<file path="src/rtl/crc_bit_scheduler.sv">
// Round-robin sequencer that shares one bit-serial inverted-CRC step engine
// between several byte-stream requesters and returns {sign, data} per message.
module crc_bit_scheduler #(
    parameter int                 p_width      = 8,
    parameter logic [p_width-1:0] p_polynom    = 8'h31,
    parameter int                 p_requesters = 4,
    parameter int                 p_idw        = (p_requesters > 1) ? $clog2(p_requesters) : 1
) (
    input  logic                      clk,
    input  logic                      rstN,
    input  logic [p_requesters-1:0]   req_valid,
    input  logic [8*p_requesters-1:0] req_data,
    input  logic [p_requesters-1:0]   req_last,
    output logic [p_requesters-1:0]   req_ready,
    output logic                      res_valid,
    input  logic                      res_ready,
    output logic [p_width:0]          res_crc,
    output logic [p_idw-1:0]          res_id,
    output logic                      busy
);

    // Counter serves both the 8 data bits and the p_width augmentation bits.
    localparam int CW = $clog2((p_width > 8) ? p_width : 8);

    typedef enum logic [2:0] {IDLE, LOAD, SHIFT, AUG, DONE} state_t;

    state_t            r_state, w_state_nxt;
    logic [p_idw-1:0]  r_id, r_last_grant, w_grant;
    logic              r_s, w_s_nxt;
    logic [p_width-1:0] r_r, w_r_nxt;
    logic [7:0]        r_byte;
    logic              r_last;
    logic [CW-1:0]     r_cnt;
    logic              w_bit;
    logic              w_hs;

    assign w_hs = (r_state == LOAD) && req_valid[r_id];

    // One step of the engine: shift the new bit in, fold the polynomial when the sign is set.
    always_comb begin
        w_bit   = (r_state == SHIFT) ? r_byte[r_cnt[2:0]] : 1'b0;
        w_r_nxt = {r_r[p_width-2:0], w_bit} ^ ({p_width{r_s}} & {p_polynom[p_width-2:0], 1'b0});
        w_s_nxt = r_r[p_width-1] ^ (r_s & p_polynom[p_width-1]);
    end

    // Round-robin search starting just after the last served requester.
    always_comb begin
        int   v_idx;
        logic v_found;
        v_idx   = 0;
        v_found = 1'b0;
        w_grant = r_last_grant;
        for (int k = 1; k <= p_requesters; k++) begin
            v_idx = int'(r_last_grant) + k;
            if (v_idx >= p_requesters) v_idx = v_idx - p_requesters;
            if (!v_found && req_valid[v_idx[p_idw-1:0]]) begin
                v_found = 1'b1;
                w_grant = v_idx[p_idw-1:0];
            end
        end
    end

    always_ff @(posedge clk or negedge rstN) begin
        if (!rstN) r_state <= IDLE;
        else       r_state <= w_state_nxt;
    end

    always_comb begin
        w_state_nxt = r_state;
        case (r_state)
            IDLE:    if (|req_valid) w_state_nxt = LOAD;
            LOAD:    if (w_hs) w_state_nxt = SHIFT;
            SHIFT:   if (r_cnt == '0) w_state_nxt = r_last ? AUG : LOAD;
            AUG:     if (r_cnt == '0) w_state_nxt = DONE;
            DONE:    if (res_ready) w_state_nxt = IDLE;
            default: w_state_nxt = IDLE;
        endcase
    end

    always_ff @(posedge clk or negedge rstN) begin
        if (!rstN) begin
            r_id         <= '0;
            r_last_grant <= p_idw'(p_requesters - 1);
            r_s          <= 1'b0;
            r_r          <= '0;
            r_byte       <= '0;
            r_last       <= 1'b0;
            r_cnt        <= '0;
        end else begin
            case (r_state)
                IDLE: if (|req_valid) begin
                    r_id <= w_grant;
                    r_s  <= 1'b0;
                    r_r  <= '0;
                end
                LOAD: if (w_hs) begin
                    r_byte <= req_data[{r_id, 3'b000} +: 8];
                    r_last <= req_last[r_id];
                    r_cnt  <= CW'(7);
                end
                SHIFT: begin
                    r_s <= w_s_nxt;
                    r_r <= w_r_nxt;
                    // Preload the augmentation count; LOAD reloads it if more bytes follow.
                    if (r_cnt == '0) r_cnt <= CW'(p_width - 1);
                    else             r_cnt <= r_cnt - 1'b1;
                end
                AUG: begin
                    r_s   <= w_s_nxt;
                    r_r   <= w_r_nxt;
                    r_cnt <= r_cnt - 1'b1;
                end
                DONE: if (res_ready) r_last_grant <= r_id;
                default: ;
            endcase
        end
    end

    assign req_ready = (r_state == LOAD) ? (p_requesters'(1) << r_id) : '0;
    assign res_valid = (r_state == DONE);
    assign res_crc   = res_valid ? {r_s, r_r} : '0;
    assign res_id    = res_valid ? r_id : '0;
    assign busy      = (r_state != IDLE);

endmodule

</file>
<file path="config.mk">
export PLATFORM = sky130hd
export DESIGN_NAME = crc_bit_scheduler
export DESIGN_NICKNAME = d
export VERILOG_FILES = /design/src/rtl/crc_bit_scheduler.sv
export SDC_FILE = /design/constraint.sdc
export NUM_CORES = 1
export LEC_CHECK = 0
export ABC_AREA = 1
export BUFFER_PORTS_ARGS = -buffer_cell sky130_fd_sc_hd__buf_2
export CAP_MARGIN = 10
export CELL_PAD_IN_SITES_DETAIL_PLACEMENT = 2
export CELL_PAD_IN_SITES_GLOBAL_PLACEMENT = 2
export CORE_UTILIZATION = 24
export DETAILED_ROUTE_END_ITERATION = 10
export PLACE_DENSITY = 0.74
export RECOVER_POWER = 25
export SLEW_MARGIN = 20
export SYNTH_ARGS = -nofsm -noshare
export SYNTH_HDL_FRONTEND = slang
export SYNTH_SLANG_ARGS = --single-unit
</file>
<file path="constraint.sdc">
create_clock -name clk -period 1.45 [get_ports clk]
set_input_delay 0.29 -clock clk [delete_from_list [all_inputs] [get_ports clk]]
set_output_delay 0.29 -clock clk [all_outputs]
set_load 0.02 [all_outputs]
</file>
==> metrics, run 1 <==
status=finished with violations; violated checks=negative setup slack; slowest CP cell=dfrtp_2; clock group share of total power=0.074; Sink Count=28; top post-synthesis cells by area=dfrtp_1, nand2_1, nand3_1; H-tree depth=1; Diodes inserted=0; Mapped Area=1890 µm²; Starting Density=0.255; clock period minus worst slack=1.75 ns; Max IR drop VDD=1.04 mV; Seq/Total Area, Yosys=0.373; CP peak stage delay=0.49 ns; Least-Margin Pin Slew=0.950 ns; Reg clk slew, reported paths=0.11 ns; commonest non-fill, non-tap cell in the layout=nand2_1; HPWL reported at the end of detailed placement=5.39 mm; Final Hold Fails=0; Max transition margin=0.367; final wirelength=9.90 mm; die area=8220 µm²; port buffer count=59; syn nets=316; antenna violations before repair=0; IO Count=60; Setup crit end=req_ready[2]; Crit Reg-Reg Startpoint=r_state[1]; drt drc=0; WP data arrival=1.46 ns; Gate Count Post-Synth=271; Final #Nets=422; vias per cell=4.99; GRT Overall Usage=0.224; Max Slew Vio Count=0; R2R depth=9; endpoints failing setup=25; Fillers=848; Cell Pwr Density=2160 nW/µm²; Crit path max-delay family=flip-flops; crit-path cells=nor3_4 > inv_4 > nor3_4 > buf_6; Max-Cap Viols=0; area grow syn2layout=75.6%; WP depth=4; core region area=7410 µm²; Total Power=7170 µW; TritonCTS clock tree=yes; Critical Path Source=r_state[1]; vias=2,371; Yosys cell types=26; Initial DRC Count=79; number of global-route vias before repair=2,719; Die Wd=90.7 µm; DR WL/cell=20.8 µm; reg-to-reg endpoint=r_state[0]; most frequent cells in the layout=nand2_1, buf_2, buf_4; Critical Setup Path Class=flip-flop to output port; pre-CTS setup slack=-0.173 ns; clock root cell=clkbuf_8; Logic pwr share=0.714; synthesis-stage register bit count=28; Flop pwr share=0.212; Period Utilization, post-route=1.20; P_sw=3720 µW; worst path bufs/invs=2; Die H=90.7 µm; largest area contributor in the netlist=dfrtp_1; Cell Rows=31; ANT nets after route=0; fin util=0.447; flop2flop setup slack=-0.23 ns; CP max FO=5; Startpoint Class=flip-flop; RSZ-0062 raised after global routing=true; Hold Crit Class=input port to flip-flop; grt total ovfl=0; Max Root-Sink Buffers=2; first-pass GRT wire length=14.2 mm; Data required, critical path=1.16 ns; ratio of cells with drive above 1 in the final layout=0.548; P_int=3450 µW; Initial DRT Pass Iterations=4; P_leak=0.00152 µW; Avg Cell Area, Syn=6.96 µm²; total CTS buffers=3; Yosys top cell area share=0.345; CP Capture Type=output port; cell mode on critical path=nor3_4; Clock Latency Late Sink=0.29 ns; highest clock rate=572 MHz; routability congestion estimate from global placement=0.852; clock skew=0.0102 ns; Syn. warnings=0; largest net degree at the start of global routing=21; PnR worst setup slack=-0.297 ns; switching portion of total power=0.518
## final cells by class
cell class	count	area, µm²	share of cell area
Tap cell	99	124	0.0374
Sequential cell	28	709	0.214
Clock buffer	4	55.1	0.0166
Inverter	29	121	0.0366
Timing Repair Buffer	111	896	0.270
Multi-Input combinational cell	204	1410	0.425
## power by group through the flow
stage               Combinational, µW  Clock (µW)  Sequential [µW]
floorplan                        2270           0             1330
global placement                 3160           0             1430
detailed placement               3320           0             1460
CTS                              4120         519             1480
global route                     5470         559             1560
finish                           5120         528             1520
## Yosys cell counts (all sizes together)
master and number:
o22ai 9, ha 2, a21oi 11, inv 29, nand2 75, dfstp 2, nor2 31, buf 4
a22oi 1, nand3 42, a31oi 1, xnor2 4, nor3 4, o211ai 3, clkbuf 7, dfrtp 26
nand4 10, o21ai 10
## how the worst min path moves through the flow
stage              start    endpoint  slack [ns]  depth (start not counted)
2_1_floorplan       rstN   r_byte[0]      -0.006                          0
3_3_place_gp        rstN      r_r[6]        0.23                          1
3_5_place_dp        rstN      r_r[6]        0.23                          1
4_1_cts        res_ready  r_state[2]        0.24                          2
5_1_grt        res_ready  r_state[2]        0.29                          2
6_report       res_ready  r_state[2]        0.27                          2
## worst reg2reg max path, cell delays in order (launching register included)
cell	delay, ns
dfrtp_2	0.49
nor2_4	0.14
nand2_4	0.10
buf_8	0.16
buf_6	0.12
o22ai_4	0.19
nor2_4	0.07
nand2_4	0.09
buf_6	0.12
a21oi_2	0.07
## per-layer routing
| layer | vias to the layer above | GRT usage | wire length (µm) |
|---|---|---|---|
| met5 | - | 0 | 0 |
| met4 | 0 | 0.0753 | 241 |
| met3 | 16 | 0.0261 | 300 |
| met2 | 69 | 0.453 | 5670 |
| met1 | 1172 | 0.233 | 3680 |
| li1 | 1114 | - | - |
## through the flow
| stage | hold WS (ns) | setup TNS, ns | instance area (µm²) | cells |
|---|---|---|---|---|
| global route | 0.290 | -7.04 | 3310 | 475 |
| global placement | 0.226 | -0.133 | 2540 | 444 |
| CTS | 0.238 | -3.64 | 3080 | 467 |
| detailed placement | 0.234 | -0.890 | 2540 | 444 |
| finish | 0.271 | -5.43 | 3310 | 475 |
| floorplan | -0.00559 | 0 | 2000 | 271 |
## cell families (layout without fill, tap and decap cells)
kind of cell | count (synthesis) | count (layout) | synth area share
buffers and inverters | 40 | 144 | 0.0955
adder cells (fa/ha/maj) | 2 | 2 | 0.0133
XOR/XNOR | 4 | 4 | 0.0186
AO/OA/AOI/OAI | 35 | 35 | 0.112
flip-flops | 28 | 28 | 0.373
AND/OR/NAND/NOR | 162 | 163 | 0.388
## timing repair
item                                    4_1_cts  5_1_grt
cloned                                        1        1
endpoints found under the setup margin       43       45
pin swaps                                    17       14
endpoints found under the hold margin        13        0
setup buffers                                19        9
resized for setup                            97       45
hold buffers                                  1        0
## state kept, by name, summed over array words and instances, names as in the netlist
register / cells
r_byte: 8
r_cnt: 3
r_id: 2
r_last: 1
r_last_grant: 2
r_r: 8
r_s: 1
r_state: 3
Power figures use the tool's default switching activity.
==> run 2, diff against run 1 <==
BUFFER_PORTS_ARGS = -buffer_cell sky130_fd_sc_hd__buf_4   (was -buffer_cell sky130_fd_sc_hd__buf_2)
TNS_END_PERCENT = 100   (was default)
==> run 2 against run 1 <==
  * The flow still finishes with violations (negative setup slack)
  * Sequential share of layout area grew 0.92 points
  * Power is 9.8% lower
  * Sequential power decreased by 4%
  * Combinational power down 13%
  * Register-to-register slack better by 0.13 ns
  * Flip-flop and latch count stayed put
  * Design area decreased by 4.3%
  * Largest power group unchanged
  * Highest routed layer unchanged
==> metrics, run 2 (same netlist as run 1, synthesis figures left out) <==
PnR worst setup slack=-0.262 ns (+0.0356 ns); placed cell count=444 (unchanged); switching portion of total power=0.502 (-0.0165); Die Wd=90.7 µm (unchanged); clock root cell=clkbuf_8; area grow syn2layout=68.1%; Final Hold Fails=0 (unchanged); Critical Setup Path Class=flip-flop to output port; Hold Path Stages=2 (unchanged); Cell Rows=31 (unchanged); Initial DRT Pass Iterations=4 (unchanged); CP peak stage delay=0.47 ns (-0.02 ns); Data required, critical path=1.16 ns (about the same); Clock Latency Late Sink=0.29 ns (about the same); ANT nets after route=0 (unchanged); P_sw=3240 µW (-13%); Diodes inserted=0 (unchanged); grt total ovfl=0 (unchanged); highest clock rate=584 MHz (+2.1%); Max IR drop VDD=0.791 mV (-24%); slowest CP cell=dfrtp_2; Starting Density=0.255 (unchanged); drt drc=0 (unchanged); largest net degree at the start of global routing=29 (+38%); port buffer count=59 (unchanged); die area=8220 µm² (unchanged); Max transition margin=0.504 (+0.137); clock period minus worst slack=1.71 ns (-0.0356 ns); Logic pwr share=0.692 (-0.022); cell mode on critical path=nor3_4; Cell Pwr Density=2040 nW/µm² (-5.8%); total CTS buffers=3 (unchanged); routability congestion estimate from global placement=0.859 (+0.82%); Max Root-Sink Buffers=2 (unchanged); P_int=3220 µW (-6.7%); Layout Cells excl Fill=460 (-3.2%); Initial DRC Count=39 (-51%); clock group share of total power=0.082 (+0.008); pre-CTS setup slack=-0.158 ns (+0.0148 ns); vias per cell=4.86 (-2.7%); vias=2,235 (-5.7%); Max-Cap Viols=0 (unchanged); Reg clk slew, reported paths=0.11 ns (about the same); core region area=7410 µm² (unchanged); H-tree depth=1 (unchanged); commonest non-fill, non-tap cell in the layout=buf_4; Period Utilization, post-route=1.18 (-0.0245); fin util=0.428 (-0.0191); R2R depth=11 (+2); CP Capture Type=output port; CP max FO=5 (unchanged); GRT Overall Usage=0.197 (-0.0272); Largest regs=r_byte x8, r_r x8; Startpoint Class=flip-flop; number of global-route vias before repair=2,593 (-4.6%); most frequent cells in the layout=buf_4, nand2_1, nand3_1; clock skew=0.00975 ns (-0.000427 ns); IO Count=60 (unchanged); HPWL reported at the end of detailed placement=5.42 mm (+0.48%); Critical Path Source=r_state[1]; Hold Crit Class=input port to flip-flop; DR WL/cell=16.9 µm (-19%); first-pass GRT wire length=12.9 mm (-9.3%); TritonCTS clock tree=yes; Min Hold Slack=0.198 ns (-0.0728 ns); RSZ-0062 raised after global routing=true; Crit Reg-Reg Startpoint=r_last_grant[0]; ratio of cells with drive above 1 in the final layout=0.504 (-0.0437); Die H=90.7 µm (unchanged); endpoints failing setup=22 (-12%); Hold Path Origin=res_ready; antenna violations before repair=0 (unchanged); violated checks=negative setup slack; Sink Count=28 (unchanged); status=finished with violations; Fillers=847 (-0.12%); crit-path cells=nor3_4 > inv_4 > nor3_4 > buf_6; final wirelength=7.79 mm (-21%); Max Slew Vio Count=0 (unchanged); Least-Margin Pin Slew=0.744 ns (-0.206 ns); Final #Nets=407 (-3.6%); Flop pwr share=0.226 (+0.014); WP data arrival=1.42 ns (-0.04 ns); P_leak=0.00145 µW (-4.9%)
[run 2: worst paths after layout]
kind	endpoint	slack [ns]
min in group asynchronous	r_r[6]	0.58
max reg2reg	r_id[0]	-0.10
min	r_state[2]	0.20
max in group asynchronous	r_id[1]	0.35
max	req_ready[2]	-0.26
min reg2reg	r_byte[4]	0.49
[run 2: critical path: cells and delay by family (launching register included)]
family,cells,cell delay (ns)
DFF,1,0.47
buffers and inverters,2,0.25
and+or+nand+nor,2,0.41
[run 2: final cells by class]
class / instances / area [µm²] / area share
clock buffers: 4 / 55.1 / 0.0174
well taps: 99 / 124 / 0.0391
inverters: 29 / 116 / 0.0367
flip-flops and latches: 28 / 708 / 0.223
repair buffers: 97 / 835 / 0.263
multi-input cells: 203 / 1330 / 0.421
[run 2: repair_timing]
item	in CTS	in global routing
cloned	0	0
gates resized for setup	72	27
endpoints found under the hold margin	26	0
setup buffers	8	5
hold buffers	1	0
pin swaps	13	5
endpoints found under the setup margin	27	39
[run 2: layer usage]
layer / vias to the layer above / wire length (µm) / global-route usage
li1: 1074 / - / -
met1: 1091 / 3240 / 0.224
met2: 59 / 4150 / 0.373
met3: 11 / 260 / 0.0320
met4: 0 / 130 / 0.0538
met5: - / 0 / 0
[run 2: power groups by stage]
stage	combinational, µW	clock, µW	sequential [µW]
floorplan	2270	0	1330
global placement	3260	0	1420
detailed placement	3430	0	1430
CTS	3980	521	1450
global route	4900	559	1510
finish	4470	528	1460
[run 2: through the flow]
step	total power (µW)	setup TNS, ns	area, µm²
3_3_place_gp	4670	-0.0135	2680
2_1_floorplan	3600	0	2000
4_1_cts	5950	-3.08	3040
6_report	6460	-3.86	3170
3_5_place_dp	4860	-0.376	2680
5_1_grt	6970	-5.65	3170
